**src/rtl/if_stage_if.sv**
```systemverilog
// Instruction-memory request/ack bus between the fetch stage and instruction memory.
interface if_stage_if;
    logic        req;
    logic [31:0] addr;
    logic        ack;
    logic [31:0] rdata;

    modport master (output req, output addr, input ack, input rdata);
    modport slave  (input req, input addr, output ack, output rdata);
endinterface

```
**src/rtl/if_stage.sv**
```systemverilog
// Instruction fetch stage: issues one outstanding imem read at a time and buffers
// fetched {pc, inst} pairs in a 2-entry FIFO presented to the IF/ID register.
module if_stage #(
    parameter logic [31:0] RESET_PC = 32'h0000_0000,
    parameter logic [31:0] PC_INC   = 32'd1
) (
    input  logic               clk,
    input  logic               rst_n,
    if_stage_if.master         imem,
    input  logic               stall,
    input  logic               redirect,
    input  logic [31:0]        redirect_pc,
    output logic [31:0]        PC_if,
    output logic [31:0]        inst_in,
    output logic               inst_valid
);
    localparam int unsigned XLEN = 32;
    localparam int unsigned CW   = 2;

    typedef enum logic [1:0] {IDLE, RUN, DROP} state_t;

    typedef struct packed {
        logic [XLEN-1:0] pc;
        logic [XLEN-1:0] inst;
    } entry_t;

    state_t          state_q, state_d;
    logic [XLEN-1:0] fetch_q, fetch_d;
    logic [XLEN-1:0] addr_q, addr_d;
    logic            req_q, req_d;
    logic [CW-1:0]   count_q, count_d;
    logic            rd_q, wr_q;
    entry_t          mem_q [2];
    entry_t          head;
    logic            ack_ok, push, pop, clear;

    // An ack only counts while a request is actually outstanding.
    assign ack_ok = imem.ack & req_q;

    // Next-state, FIFO control and request generation.
    always_comb begin
        state_d = state_q;
        fetch_d = fetch_q;
        push    = 1'b0;
        pop     = 1'b0;
        clear   = 1'b0;
        req_d   = 1'b0;
        addr_d  = addr_q;
        unique case (state_q)
            IDLE: begin
                state_d = RUN;
                if (redirect) begin
                    clear   = 1'b1;
                    fetch_d = redirect_pc;
                end
            end
            RUN: begin
                if (redirect) begin
                    clear   = 1'b1;
                    fetch_d = redirect_pc;
                    if (req_q && !ack_ok) state_d = DROP;
                end else begin
                    pop = inst_valid & ~stall;
                    if (ack_ok) begin
                        push    = 1'b1;
                        fetch_d = fetch_q + PC_INC;
                    end
                end
            end
            DROP: begin
                if (redirect) begin
                    clear   = 1'b1;
                    fetch_d = redirect_pc;
                end else begin
                    pop = inst_valid & ~stall;
                end
                if (ack_ok) state_d = RUN;
            end
            default: state_d = IDLE;
        endcase

        count_d = clear ? '0 : (count_q + CW'(push) - CW'(pop));

        // Hold an unacked request; otherwise start a new one when there is FIFO room.
        if (req_q && !ack_ok) begin
            req_d = 1'b1;
        end else if (state_d == RUN && count_d < CW'(2)) begin
            req_d  = 1'b1;
            addr_d = fetch_d;
        end
    end

    always_ff @(posedge clk or negedge rst_n) begin
        if (!rst_n) begin
            state_q <= IDLE;
            fetch_q <= RESET_PC;
            addr_q  <= RESET_PC;
            req_q   <= 1'b0;
            count_q <= '0;
            rd_q    <= 1'b0;
            wr_q    <= 1'b0;
            mem_q[0] <= '0;
            mem_q[1] <= '0;
        end else begin
            state_q <= state_d;
            fetch_q <= fetch_d;
            addr_q  <= addr_d;
            req_q   <= req_d;
            count_q <= count_d;
            if (clear) begin
                rd_q <= 1'b0;
                wr_q <= 1'b0;
            end else begin
                if (push) begin
                    mem_q[wr_q] <= '{pc: fetch_q, inst: imem.rdata};
                    wr_q        <= ~wr_q;
                end
                if (pop) rd_q <= ~rd_q;
            end
        end
    end

    assign head       = mem_q[rd_q];
    assign inst_valid = (count_q != '0);
    assign PC_if      = inst_valid ? head.pc   : '0;
    assign inst_in    = inst_valid ? head.inst : '0;
    assign imem.req   = req_q;
    assign imem.addr  = addr_q;
endmodule

```
**src/flat_wrapper.sv**
```systemverilog
// flat-port wrapper written by rule: the top's interface ports become plain ports
module if_stage_flat 
#(
    parameter logic [31:0] RESET_PC = 32'h0000_0000,
    parameter logic [31:0] PC_INC   = 32'd1
)
  (clk, rst_n, stall, redirect, redirect_pc, PC_if, inst_in, inst_valid, imem_req, imem_addr, imem_ack, imem_rdata);
  if_stage_if imem_i ();
  input  logic clk;
  input  logic rst_n;
  input  logic stall;
  input  logic redirect;
  input  logic [31:0] redirect_pc;
  output logic [31:0] PC_if;
  output logic [31:0] inst_in;
  output logic inst_valid;
  output wire logic [$bits(imem_i.req)-1:0] imem_req;
  output wire logic [$bits(imem_i.addr)-1:0] imem_addr;
  input wire logic [$bits(imem_i.ack)-1:0] imem_ack;
  input wire logic [$bits(imem_i.rdata)-1:0] imem_rdata;
  assign imem_req = imem_i.req;
  assign imem_addr = imem_i.addr;
  assign imem_i.ack = imem_ack;
  assign imem_i.rdata = imem_rdata;
  if_stage #(.RESET_PC(RESET_PC), .PC_INC(PC_INC)) u_core (.clk(clk), .rst_n(rst_n), .imem(imem_i), .stall(stall), .redirect(redirect), .redirect_pc(redirect_pc), .PC_if(PC_if), .inst_in(inst_in), .inst_valid(inst_valid));
endmodule
```
**config.mk**
```make
export PLATFORM = sky130hd
export DESIGN_NAME = if_stage_flat
export DESIGN_NICKNAME = d
export VERILOG_FILES = /design/src/rtl/if_stage_if.sv /design/src/rtl/if_stage.sv /design/src/flat_wrapper.sv
export SDC_FILE = /design/constraint.sdc
export NUM_CORES = 1
export LEC_CHECK = 0
export CAP_MARGIN = 20
export CORE_ASPECT_RATIO = 1.25
export CORE_UTILIZATION = 44
export DETAILED_ROUTE_END_ITERATION = 10
export DONT_BUFFER_PORTS = 1
export PLACE_DENSITY_LB_ADDON = 0.25
export SYNTH_ARGS = -nofsm -noshare
export SYNTH_HDL_FRONTEND = slang
export SYNTH_SLANG_ARGS = --single-unit
```
**constraint.sdc**
```tcl
create_clock -name clk -period 3 [get_ports clk]
set_input_delay 0.45 -clock clk [delete_from_list [all_inputs] [get_ports clk]]
set_output_delay 0.45 -clock clk [all_outputs]
set_load 0.005 [all_outputs]
```
* Word-level counts from Yosys, hierarchy flattened *
Cells that the tools add are included.

word-level totals
  register bits after elaboration = 199
  input port bits = 69

cells by class
  $add $sub $neg = 3
  magnitude comparators = 4
  eq/ne operators = 3
  muxes and demuxes = 30
  bitwise gates (word level) = 9
  reductions and logical operators = 13

operators with widths
  cell                                                        count
  two-way mux 64 bit                                          4
  two-way mux 32 bit                                          5
  bitwise mux 128 bit                                         1
  demux 64 bit (select 1 bit)                                 1
  case mux 32 bit (2 select lines)                            1
  adder 32 x 1 -> 32 bit, second input constant               1
  two-way mux 1 bit                                           13
  two-way mux 2 bit                                           4
  case mux 2 bit (3 select lines)                             1
  nonzero test 2 bit                                          3
  NOT 1 bit                                                   5
  == test 2 x 1 -> 1 bit, second input constant               2
  greater-or-equal comparator 2 bit, second input constant    2
  NOT 1 -> 2 bit                                              2
  AND reduction 2 bit                                         2
  OR reduction 2 bit                                          2
  logical AND 1 bit                                           3
  OR reduction 3 bit                                          1
  adder 2 x 1 -> 2 bit                                        1
  bitwise AND 1 bit                                           2
  == test 2 bit, second input constant                        1
  logical NOT 2 bit                                           1
  less-than comparator 2 x 1 -> 1 bit, second input constant  1
  less-than comparator 2 bit, second input constant           1
  other kinds (2)                                             2

* Depth between registers and ports, before layout *
  depth after elaboration = 11
  depth in mapped cells = 13
  gate-level depth less buffers = 11

* Worst setup path after synthesis *
No wires, ideal clock.

  path type = input port to flip-flop
  from = in redirect
  to = reg u_core.addr_q[1] (netlist: u_core.imem.addr[1])
  setup time = 0.125 ns
  arrival = 3.015 ns
  required time = 2.875 ns
  setup slack = -0.139 ns
  cell stages on the path = 13
  path buffers = 4
  cells stage by stage = buf_2 > clkbuf_1 > buf_1 > nor4b_1 > ha_1 > inv_1 > ha_1 > xor2_1 > xnor2_1 > o22ai_1 > nor2_4 > buf_6 > mux2_2

on the way
  longest elaborated chain between the ends = 8
  elaborated cells on any way between the ends = 18
  those cells by class = 2 x add/sub; 1 x order compare; 1 x eq/ne; 12 x mux; 2 x reduce/logical

ends and longest elaborated chain
  element                        RTL line            RTL
  start, declared                flat_wrapper.sv:12  input logic redirect;
  two-way mux 1 bit              if_stage.sv:58      if (redirect) begin
  two-way mux 1 bit              if_stage.sv:49      unique case (state_q)
  adder 2 x 1 -> 2 bit           if_stage.sv:82      count_d = clear ? '0 : (count_q + CW'(push) - CW'(pop));
  subtractor 2 x 1 -> 2 bit      if_stage.sv:82
  two-way mux 2 bit              if_stage.sv:82
  less-than comparator 2 bit     if_stage.sv:87      end else if (state_d == RUN && count_d < CW'(2)) begin
  logical AND 1 bit              if_stage.sv:87
  AND reduction 2 bit (no line)  n/a
  end signal, assigned           if_stage.sv:107     addr_q <= addr_d;
  end, declared                  if_stage.sv:29      logic [XLEN-1:0] addr_q, addr_d;

Parallel ways exist; a longest one is shown, timed or not.
A chain may end at the register's enable or synchronous reset.

* Final worst setup path *
  from = reg u_core.state_q[1]
  to = reg u_core.addr_q[9] (netlist: u_core.imem.addr[9])

on the way
  longest elaborated chain between the ends = 8
  elaborated cells on any way between the ends = 21
  those cells by class = 2 x add/sub; 1 x order compare; 3 x eq/ne; 9 x mux; 6 x reduce/logical

ends and longest elaborated chain
  element                                                           RTL line         RTL
  start, declared                                                   if_stage.sv:27   state_t state_q, state_d;
  start signal, assigned                                            if_stage.sv:105  state_q <= state_d;
  == test 2 x 1 -> 1 bit / == test 2 bit (equally long branches)    if_stage.sv:49
  two-way mux 1 bit / OR reduction 2 bit (equally long branches)    n/a
  adder 2 x 1 -> 2 bit / two-way mux 1 bit (equally long branches)  n/a
  subtractor 2 x 1 -> 2 bit                                         if_stage.sv:82
  two-way mux 2 bit                                                 if_stage.sv:82
  less-than comparator 2 bit                                        if_stage.sv:87
  logical AND 1 bit                                                 if_stage.sv:87
  AND reduction 2 bit (no line)                                     n/a

Parallel ways exist; a longest one is shown, timed or not.

==> impl_metrics.ini <==
[status]
status = finished, violations left
violations = hold timing

[min_path]
hp-class = input port to asynchronous set/reset pin

[yosys]
ys_ff_latch = 199
synth_top_family_by_area = multiplexers
synth_fa_ha_area_frac = 0.00884
synth_edf_count = 0
syn_inst = 863
yosysSeqAreaShare = 0.503
syn-mean-instance-area_um2 = 11.5
synthSimpleGateAreaFrac = 0.117
yosys.cell_types.count = 64
ys.warnings.count = 0
async_flop_share = 1.00
synth_area_um2 = 9910
syn_nets = 939
synthMuxAreaShare = 0.251
synth-compound-area-share = 0.0798
synthFlopType = dfrtp_1
synthXorXnorAreaFrac = 0.00530

[global_routing]
grt_remaining_overflow = 0
grt_max_degree = 200
grt_pass1_vias = 6636
antenna_found_initial = 0
grt_pass1_wl_um = 37000
track_usage = 0.213

[setup_path]
r2r_slack_ns = 0.21
crit_required_ns = 3.32
max_stage_delay_ns = 0.40
cp_cell_sequence = inv_1 -> ha_1 -> nor4b_4 -> ha_1 -> inv_1 -> ha_1 -> xor2_1 -> xnor2_1 -> o22ai_1 -> nor2_4 -> buf_12 -> mux2_2
critPathArrivalTime_ns = 3.11
worst-path-max-fanout = 19
slowest_stage = dfrtp_1
criticalPathCategory = flip-flop to flip-flop
cp-start-kind = flip-flop
critPathMostFrequentCell = ha_1
critPathCaptureType = flip-flop

[sta]
post-route-period-util = 0.930
finalHoldViolCount = 199
setup_tns_ns = 0
rsz0062_at_grt = false
tightest_slew_ns = 0.762
finalMaxSlewViolations = 0
holdWs_ns = -0.302
skew_ns = 0.00867
setup_viol = 0
fmax_mhz = 358
period_needed_ns = 2.79
slew_headroom = 0.492

[route]
via_per_inst = 5.75
first_iter_violations = 323
drc = 0
routed_wl_um = 23900
ant_nets = 0
firstDrtPassIters = 5
via_count = 6555
wl_per_cell_um = 21.0

[clocking]
clkSlewWorstSetupHoldPaths_ns = 0.07
cts-root-buf = clkbuf_16
numCtsBuffers = 17
clock-sinks = 199
clkLatencyLatePin_ns = 0.44
cts_max_level = 4
cts_tree = done
clock_path_buffers = 2

[floorplanning]
fp.dieH_um = 170
initial_utilization = 0.448
core_area_um2 = 22100
rows = 61
ios = 167
die_w_um = 136
die_area_um2 = 23100

[finish]
area_delta_synth_final_pct = 9.66
nets = 920
final_cell_mix = dfrtp_1, mux2_2, nor2_1
post-route-util = 0.491
fin_area_um2 = 10900
drive_gt1_frac = 0.272
diodes = 0
final_common_cell = dfrtp_1

[place]
place_area_um2 = 10200
portBuffers = 0
hpwl_um = 16000
gp_congestion = 0.858

[power]
leakage_nw = 4.72
cellPowerDensity_nw_per_um2 = 981
p_total_w = 0.0107
ir_worst_vdd_mv = 0.505

[flow_run]
cap_viol_max_count = 0
[per-layer routing]
metal,vias to the layer above,global-route usage,share of wire
met1,3255,0.265,0.43
met5,-,0,0
met2,195,0.341,0.47
li1,3082,-,-
met4,0,0.0734,0.018
met3,23,0.0735,0.082
[repair_timing]
action | CTS | global route
resized for setup | 0 | 2
endpoints found under the setup margin | 0 | 14
hold endpoints to repair | 199 | 199
setup buffers | 0 | 0
[worst max-delay path: cells and delay by family, from the launching register on]
family / cells / cell delay, ns
buffers and inverters: 3 / 0.34
adders and majority gates: 3 / 0.70
and+or+nand+nor: 2 / 0.37
DFF: 1 / 0.40
xor gates and xnor gates: 2 / 0.35
AOI/OAI and AO/OA: 1 / 0.15
muxes: 1 / 0.35
[cell families (layout without fill, tap and decap cells)]
| group | Yosys count | in the layout |
|---|---|---|
| AND/OR/NAND/NOR | 236 | 236 |
| multiplexers | 229 | 229 |
| flip-flops | 199 | 199 |
| AO/OA/AOI/OAI | 110 | 110 |
| buffers and inverters | 76 | 70 |
| adder cells (fa/ha/maj) | 7 | 7 |
| XOR/XNOR | 6 | 6 |
[flip-flops by register name, summed over array words and instances, names as in the netlist]
register          flops
u_core.mem_q        128
u_core.fetch_q       32
u_core.imem.addr     32
u_core.count_q        2
u_core.state_q        2
u_core.imem.req       1
u_core.rd_q           1
u_core.wr_q           1
[path summary, 6_finish.rpt]
path | startpoint | endpoint | cells past startpoint
worst max-delay path | u_core.state_q[1]$_DFF_PN0_ | u_core.imem.addr[9]$_DFFE_PN0P_ | 12
worst min-delay path | rst_n | u_core.mem_q[7]$_DFFE_PN0P_ | 0
worst max register to register | u_core.state_q[1]$_DFF_PN0_ | u_core.imem.addr[9]$_DFFE_PN0P_ | 12
worst min register to register | u_core.mem_q[62]$_DFFE_PN0P_ | u_core.mem_q[62]$_DFFE_PN0P_ | 2
max in group asynchronous | rst_n | u_core.mem_q[50]$_DFFE_PN0P_ | 0
min in group clk | imem_ack | u_core.imem.req$_DFF_PN0_ | 1
[where the power goes]
part	internal (W)	switching, W	total (W)
clock	0.00127	0.00111	0.00237
sequential	0.00374	0.000882	0.00462
combinational	0.00186	0.00180	0.00366
[cells in the mapped netlist (all sizes together) (2+ instances only)]
cell,instances,area share
a211oi,9,0.0068
o21bai,10,0.0076
a311oi,7,0.0068
o31ai,4,0.0030
nor3,16,0.0097
a311o,2,0.0020
nor2,120,0.046
dfrtp,199,0.50
a22oi,2,0.0015
mux2i,72,0.073
o21ai,14,0.0071
nor4b,2,0.0024
xor2,2,0.0018
o211ai,2,0.0015
or3,3,0.0019
nand3,14,0.0071
and2,7,0.0047
nand4,9,0.0078
a32oi,4,0.0035
inv,10,0.0038
and3,15,0.0095
xnor2,4,0.0035
nor4,5,0.0047
a31oi,12,0.0076
mux2,157,0.18
o221ai,11,0.0097
clkbuf,28,0.011
buf,37,0.021
o22ai,11,0.0069
or2,2,0.0013
ha,7,0.0088
and4,7,0.0062
nand2,32,0.012
a21oi,13,0.0066
[per-stage QoR]
stage	instances	setup WS, ns
2_1_floorplan	863	0.0387
3_3_place_gp	1108	0.150
3_5_place_dp	1108	0.141
4_1_cts	1140	0.107
5_1_grt	1140	0.0384
6_report	1140	0.210
[area by class of cell]
class                   count  area, um2
clock buffers              17        425
inverters                  11       41.3
fillers                  2005      11300
well taps                 283        354
multi-input cells         588       4610
repair buffers             27        269
clock inverters            15        186
flip-flops and latches    199       4980
Power figures use the tool's default switching activity.
==> variant: new RTL, same settings <==
Change the localparam `CW` from 2 to 1.
--- a/src/rtl/if_stage.sv
+++ b/src/rtl/if_stage.sv
@@ -16,5 +16,5 @@
 );
     localparam int unsigned XLEN = 32;
-    localparam int unsigned CW   = 2;
+    localparam int unsigned CW   = 1;
 
     typedef enum logic [1:0] {IDLE, RUN, DROP} state_t;
Behaviour: not the same (a bounded check fails within 4 cycles, from zero or initial values and one cycle with rst_n low).
==> variant against the unedited design <==
The run still ends with hold timing left; sequential share of layout area is 0.74 points lower; wire length is 21% lower; area after synthesis is 14% lower; hold slack better by 25 ps; sequential cell count is 33 lower; worst setup slack better by 290 ps; die area is 14% lower; design area is 15% lower; via count is 14% lower; core utilization is 0.19 points lower; synthesized cell count is 14% lower; critical endpoint is now PC_if[21]; largest cell class unchanged.
Power is not compared: it rests on default switching activity, and its combinational part moved more than twofold at a synthesized area within 25%.
==> variant: results (changes against the unedited design) <==
Placed design
  – PortBufs: 0 (unchanged)
  – HPWL after detailed placement: 12800 µm (-20%)
  – Dpl cells: 937 (-15%)
  – Placer Congestion: 0.872 (+1.7%)

Finish
  – Largest regs: u_core.mem_q (128), u_core.fetch_q (32), u_core.state_q (2)
  – Antenna cells: 0 (unchanged)
  – # nets final: 798 (-13%)
  – Share of cells above drive strength 1: 23.9% (-3.3 points)

Global route
  – Overall Global Routing Usage: 19.7% (-1.6 points)
  – Initial antenna violation count: 1 (+1)
  – First-pass GRT wire length: 30300 µm (-18%)
  – Largest net degree at the start of global routing: 167 (-17%)
  – Vias in the first global route: 5712 (-14%)

Power
  – Internal power: 3.75 mW
  – Combinational group power: 0.190 mW
  – Highest ir drop seen on vdd: 0.000377 V
  – Leakage: 4.04 nW
  – Clock power frac: 46.7%
  – Switch share: 22.7%

STA
  – Final Skew: 7.86 ps (-0.805 ps)
  – Final hold slack: -277 ps (+25.2 ps)
  – Slew HR: 42.8% (-6.4 points)
  – Final Hold Fails: 166 (-17%)

Synthesis
  – Yosys synthesis warning count: 0 (unchanged)
  – Dominant cells by area after synthesis: dfrtp_1 (49%), mux2_2 (15%), mux2i_1 (7.5%), nor2b_1 (5.0%), buf_4 (3.4%)
  – Most used DFF post-synth: dfrtp_1
  – Synth unique cells: 51 (-20%)
  – Mapped Cells: 740 (-14%)
  – Synth cell count leaders: dfrtp_1 (166), mux2_2 (117), nor2b_1 (68), mux2i_1 (64), buf_4 (39)
  – Sequential share of the synthesized area: 48.7% (-1.6 points)
  – Post-synth ARST share: 100% (unchanged)

Route
  – DR iter-0 viols: 319 (-1.2%)
  – Vias/cell: 5.81 (+1.0%)
  – WL met1: 7800 µm (-24%)
  – DR WL met2: 9120 µm (-19%)
  – Vias: 5630 (-14%)
  – Met3 WL: 1680 µm (-14%)
  – Routed wire length: 18900 µm (-21%)
  – Drt pass-1 iters: 5 (unchanged)
  – Top routing layer in use: met5

CTS
  – Post-CTS Setup Bufs: 0 (unchanged)
  – Clock Tree Root: clkbuf_16
  – Num CTS Buffers: 17 (unchanged)
  – H-tree levels: 4 (unchanged)
  – Worst-skew pair later-pin latency: 420 ps (-20 ps)
  – PostCTS Resize Cnt: 0 (unchanged)
  – Clk slew on worst S/H paths: 60 ps
  – Clock tree buffer depth: 2 (unchanged)

Run status
  – Failing checks: hold timing
  – Status: complete, but fails checks

Critical path
  – Arrival time worst endpoint: 2050 ps (-1060 ps)
  – Max FO, Critical Path: 42 (+23)

Min path
  – Worst Hold Class: in -> async
[variant: final cells by class]
type | count | area (µm²)
Fill cell | 1702 | 9630
Timing Repair Buffer | 13 | 123
Inverter | 6 | 22.5
Multi-Input combinational cell | 520 | 4000
Clock buffer | 21 | 470
Clock inverter | 11 | 149
Sequential cell | 166 | 4160
Tap cell | 232 | 290
[variant: cells by family (layout without fill, tap and decap cells)]
group	Yosys count	count (layout)	share of synthesized area, %
multiplexers	191	191	24.3
AND/OR/NAND/NOR	187	187	12.4
flip-flops	166	166	48.7
AO/OA/AOI/OAI	103	103	7.83
buffers and inverters	85	51	5.82
adder cells (fa/ha/maj)	5	5	0.733
XOR/XNOR	2	2	0.205
other	1	32	0.0439
[variant: metrics by stage]
step | cell area (µm²) | worst slack, ps
after floorplan | 8650 | 978
after global placement | 8600 | 675
after detailed placement | 8600 | 575
after CTS | 9220 | 438
after global routing | 9220 | 364
final | 9220 | 502
[variant: final timing paths]
kind,from,to,slack [ps],depth (start not counted)
max,u_core.rd_q,PC_if[21],500,3
min,rst_n,u_core.mem_q[20],-280,0
max reg2reg,u_core.state_q[1],u_core.mem_q[109],570,7
min reg2reg,u_core.mem_q[34],u_core.mem_q[34],490,2
max in group asynchronous,rst_n,u_core.mem_q[60],3080,0
min in group clk,imem_ack,u_core.imem.req,100,1
[variant: routing by layer]
layer,track usage (%),up-vias
met5,0,-
met4,7.34,2
met3,7.16,32
met2,32.5,221
met1,23.4,2819
li1,-,2556
[variant: worst max-delay path: stages (launching register included)]
cell and delay (ps):
dfrtp_4 970, buf_12 310, mux2i_1 250, nor2b_1 80
